$ cat src/rtl/bram_fifo_sync.sv
// First-word-fall-through FIFO controller in front of a 1-cycle-latency dual-port BRAM.
// Port A writes and port B reads. A 2-entry output buffer hides the read latency.
module bram_fifo_sync #(
  parameter int DATA_WIDTH = 8,
  parameter int ADDR_WIDTH = 4
) (
  input  logic                  clk,
  input  logic                  rst,
  input  logic                  wr_en,
  input  logic [DATA_WIDTH-1:0] wr_data,
  output logic                  full,
  output logic                  overflow,
  output logic [DATA_WIDTH-1:0] dout,
  output logic                  dout_valid,
  input  logic                  dout_ready,
  output logic [ADDR_WIDTH+1:0] count,
  output logic                  ram_a_wr,
  output logic [ADDR_WIDTH-1:0] ram_a_addr,
  output logic [DATA_WIDTH-1:0] ram_a_data_in,
  output logic [ADDR_WIDTH-1:0] ram_b_addr,
  input  logic [DATA_WIDTH-1:0] ram_b_data_out
);

  localparam logic [ADDR_WIDTH:0] DEPTH = {1'b1, {ADDR_WIDTH{1'b0}}};

  logic [ADDR_WIDTH-1:0] wr_ptr_q, wr_ptr_d;
  logic [ADDR_WIDTH-1:0] rd_ptr_q, rd_ptr_d;
  logic [ADDR_WIDTH:0]   ram_cnt_q, ram_cnt_d;
  logic                  inflight_q, inflight_d;
  logic [1:0]            buf_cnt_q, buf_cnt_d;
  logic [DATA_WIDTH-1:0] head_q, head_d;
  logic [DATA_WIDTH-1:0] tail_q, tail_d;
  logic                  overflow_q, overflow_d;

  logic       wr_acc;
  logic       rd_iss;
  logic       pop;
  logic [2:0] occ_after_pop;

  assign full       = (ram_cnt_q == DEPTH);
  assign overflow   = overflow_q;
  assign dout       = head_q;
  assign dout_valid = (buf_cnt_q != 2'd0);
  assign count      = (ADDR_WIDTH+2)'(ram_cnt_q) + (ADDR_WIDTH+2)'(inflight_q)
                    + (ADDR_WIDTH+2)'(buf_cnt_q);

  assign pop    = dout_valid && dout_ready;
  assign wr_acc = wr_en && !full && !rst;

  // Issue only if the word will still have a buffer slot when it lands next cycle.
  assign occ_after_pop = {1'b0, buf_cnt_q} + {2'b00, inflight_q} - {2'b00, pop};
  assign rd_iss        = (ram_cnt_q != '0) && (occ_after_pop < 3'd2) && !rst;

  assign ram_a_wr      = wr_acc;
  assign ram_a_addr    = wr_ptr_q;
  assign ram_a_data_in = wr_data;
  assign ram_b_addr    = rd_ptr_q;

  always_comb begin
    wr_ptr_d   = wr_ptr_q;
    rd_ptr_d   = rd_ptr_q;
    ram_cnt_d  = ram_cnt_q;
    inflight_d = rd_iss;
    overflow_d = overflow_q | (wr_en & full);

    if (wr_acc) wr_ptr_d = wr_ptr_q + 1'b1;
    if (rd_iss) rd_ptr_d = rd_ptr_q + 1'b1;

    case ({wr_acc, rd_iss})
      2'b10:   ram_cnt_d = ram_cnt_q + 1'b1;
      2'b01:   ram_cnt_d = ram_cnt_q - 1'b1;
      default: ram_cnt_d = ram_cnt_q;
    endcase
  end

  // Output buffer: a capture appends at the tail, a pop shifts the tail into the head.
  always_comb begin
    head_d    = head_q;
    tail_d    = tail_q;
    buf_cnt_d = buf_cnt_q;

    case ({inflight_q, pop})
      2'b10: begin
        if (buf_cnt_q == 2'd0) head_d = ram_b_data_out;
        else                   tail_d = ram_b_data_out;
        buf_cnt_d = buf_cnt_q + 2'd1;
      end
      2'b01: begin
        head_d    = tail_q;
        buf_cnt_d = buf_cnt_q - 2'd1;
      end
      2'b11: begin
        if (buf_cnt_q == 2'd1) begin
          head_d = ram_b_data_out;
        end else begin
          head_d = tail_q;
          tail_d = ram_b_data_out;
        end
      end
      default: ;
    endcase
  end

  always_ff @(posedge clk) begin
    if (rst) begin
      wr_ptr_q   <= '0;
      rd_ptr_q   <= '0;
      ram_cnt_q  <= '0;
      inflight_q <= 1'b0;
      buf_cnt_q  <= 2'd0;
      head_q     <= '0;
      tail_q     <= '0;
      overflow_q <= 1'b0;
    end else begin
      wr_ptr_q   <= wr_ptr_d;
      rd_ptr_q   <= rd_ptr_d;
      ram_cnt_q  <= ram_cnt_d;
      inflight_q <= inflight_d;
      buf_cnt_q  <= buf_cnt_d;
      head_q     <= head_d;
      tail_q     <= tail_d;
      overflow_q <= overflow_d;
    end
  end

endmodule
$ cat config.mk
export PLATFORM = sky130hd
export DESIGN_NAME = bram_fifo_sync
export DESIGN_NICKNAME = d
export VERILOG_FILES = /design/src/rtl/bram_fifo_sync.sv
export SDC_FILE = /design/constraint.sdc
export NUM_CORES = 1
export LEC_CHECK = 0
export ABC_AREA = 1
export CAP_MARGIN = 15
export CORE_UTILIZATION = 25
export CTS_BUF_LIST = sky130_fd_sc_hd__clkbuf_16
export DETAILED_ROUTE_END_ITERATION = 16
export MAX_ROUTING_LAYER = met4
export PLACE_DENSITY = 0.49
export SLEW_MARGIN = 20
export SYNTH_ARGS = -nofsm -noshare
export SYNTH_HDL_FRONTEND = slang
export SYNTH_SLANG_ARGS = --single-unit
$ cat constraint.sdc
create_clock -name clk -period 3.5 [get_ports clk]
set_clock_uncertainty 0.2 [all_clocks]
set_input_delay 0.35 -clock clk [delete_from_list [all_inputs] [get_ports clk]]
set_output_delay 0.35 -clock clk [all_outputs]
set_load 0.05 [all_outputs]
==> results.toml <==
[setup_path]
required_ps = 3500
cp_slowest_stage_delay_ps = 480
crit_chain = "inv_1 -> ha_4 -> inv_4 -> nand2_4 -> inv_2 -> nor2_1 -> nor2_1 -> nor2_1 -> inv_1 -> fa_1 -> nand3_1 -> nor2_2 -> nand2_2 -> inv_2 -> ha_4 -> inv_1 -> fa_2 -> inv_1 -> nand2_1 -> nand2_1 -> nand3_1 -> nand2_1 -> nand2_1 -> a21oi_1"
crit_fanout = 5
path_buf_inv = 7
startpoint_type = "flop"
critPathSlowestCell = "fa_1"
end_kind = "flop"
critical_path_class = "flop to flop"
crit_family = "adder cells"
cp.arrival_ps = 3290

[timing]
final.setup.tns_ps = 0
slew_violations = 0
hold_viol = 0
setup_viol = 0
finalCritPeriodShare = 0.9383
min_period_ps = 3284
slew_headroom = 0.6502
max_clock_freq_ghz = 0.3045
tightest_slew_ps = 523.0

[power_and_ir_drop]
peakVddDrop_uv = 383.0
power.leakage_uw = 0.001153
power_density_nw_per_um2 = 1003

[logic_synthesis]
syn_inst = 252
yosysTopAreaCell = "dfxtp_1"
yosys_warnings = 0
synth-edff-count = 0
syn_area_per_cell_sq_um = 7.398
netlist_top_cells_area = "dfxtp_1, nand2_1, inv_1"
yosys.area.top_type_share = 0.3544
async_flop_share = 0
synth.distinct_cells = 28
ys_ff_latch = 33
synth-seq-area-share = 0.3544
synthFlopType = "dfxtp_1"
syn_nets = 285
synth_area_sq_um = 1864

[placed_design]
place_hpwl_mm = 3.076
place_area_sq_um = 2371
gp_congestion = 0.8131
io_buffers = 37

[cts]
tritoncts = "built"
cts_sinks = 33
cts_hold_buf = 0
cts-resized-gates = 0
clock_path_buffers = 2
htree_levels = 2
root_buffer = "clkbuf_16"
clk_latency_ps = 270
postCtsSetupBuffers = 0
cts_made_buffers = 5
cts.clk_slew.worst_paths_ps = 60

[detailed_routing]
ant_nets = 0
routed_wl_mm = 4.233
via_per_inst = 4.157
drtIter0Drc = 29
dr.pass1.iters = 4
drc = 0
wl_per_cell_um = 10.74
vias = 1638

[floorplanning]
rows = 31
dieWidth_um = 88.36
num_io_pins = 54
die_h_um = 88.36
design.die.area_sq_um = 7807
start_util = 0.2584
coreArea_sq_um = 7214

[global_route]
gr-total-overflow = 0
grt_pass1_wl_mm = 7.169
antenna_found_initial = 0
grt_pass1_vias = 1553
grt_util_all_layers = 0.1235
grt_max_degree = 22

[final_layout]
drive_gt1_frac = 0.1458
num_antenna_cells = 0
n_fill_cell = 779
area_growth_pct = 36.91
final_area_sq_um = 2552
final_nets = 327

[status]
status = "finished, final reports clean"

[min_path]
hold_class = "flop to flop"

[job]
drv_cap = 0
[layer usage]
layer	share of wire	wire (um)	up-vias	GRT usage
li1	-	-	883	-
met1	0.49	2058	720	0.1464
met2	0.46	1930	33	0.2007
met3	0.052	218	2	0.04291
met4	0.0061	26	0	0.02933
met5	0	0	-	-
[stage by stage]
stage | total power (uW) | util | worst slack [ps] | instances | hold slack, ps
2_1_floorplan | 1653 | - | 3.987 | 252 | 265.5
3_3_place_gp | 2061 | 0.3287 | 5.917 | 386 | 251.0
3_5_place_dp | 2066 | 0.3287 | -85.19 | 386 | 264.3
4_1_cts | 2571 | 0.3512 | 47.36 | 394 | 278.3
5_1_grt | 2754 | 0.3538 | -14.11 | 394 | 319.4
6_report | 2560 | 0.3538 | 216.1 | 394 | 270.2
[cells in the final DEF (no fill, tap or decap), types with 4 or more instances in the layout]
cell / count
inv_2: 5
nor2_1: 22
clkbuf_16: 5
nand2_1: 42
nand3_1: 11
ha_1: 7
xor2_1: 4
nand4_1: 4
dfxtp_1: 31
buf_4: 12
clkdlybuf4s50_1: 37
o21ai_0: 25
a21oi_1: 24
inv_1: 34
[synthesized netlist by cell type (all sizes together), types with 3 or more instances]
cell type and n:
nand2 45, inv 39, dfxtp 33, o21ai 31
a21oi 27, nor2 25, buf 11, nand3 11
ha 9, nand4 5, fa 4, xor2 4
clkbuf 3
[registers in the layout, summed over array words and instances (netlist names)]
register    flops
ram_b_addr      4
ram_cnt_q       5
buf_cnt_q       2
tail_q          8
inflight_q      1
overflow        1
ram_a_addr      4
dout            8
[cell families after synthesis]
group | share of synthesized area
AND/OR/NAND/NOR | 0.2154
AO/OA/AOI/OAI | 0.1698
adder cells (fa/ha/maj) | 0.1034
buffers and inverters | 0.1336
flip-flops | 0.3544
XOR/XNOR | 0.02349
[final timing paths]
path | from | endpoint | slack, ps | cells past startpoint
max | buf_cnt_q[0] | ram_cnt_q[4] | 220 | 24
min | overflow | overflow | 270 | 2
max reg2reg | buf_cnt_q[0] | ram_cnt_q[4] | 220 | 24
min reg2reg | overflow | overflow | 270 | 2
[worst register-to-register path, delay by kind of cell, from the launching register on]
kind	cells	cell delay (ps)
AND/OR/NAND/NOR	12	940
buffers and inverters	7	480
flip-flops	1	340
adder cells (fa/ha/maj)	4	1140
AO/OA/AOI/OAI	1	110
[power by group]
part           switching, uW  internal [uW]
logic                    936            536
registers                105            493
clock network            159            331
[layout make-up]
cell class	count	area, sq um	share of cell area
Timing Repair Buffer	49	460.4	0.1804
Clock buffer	5	125.1	0.04902
Inverter	39	148.9	0.05833
Sequential cell	33	663.1	0.2598
Multi-Input combinational cell	166	993.5	0.3892
Tap cell	99	123.9	0.04853
Clock inverter	3	37.54	0.01471
Note: power is estimated with default switching activity, not from simulation.
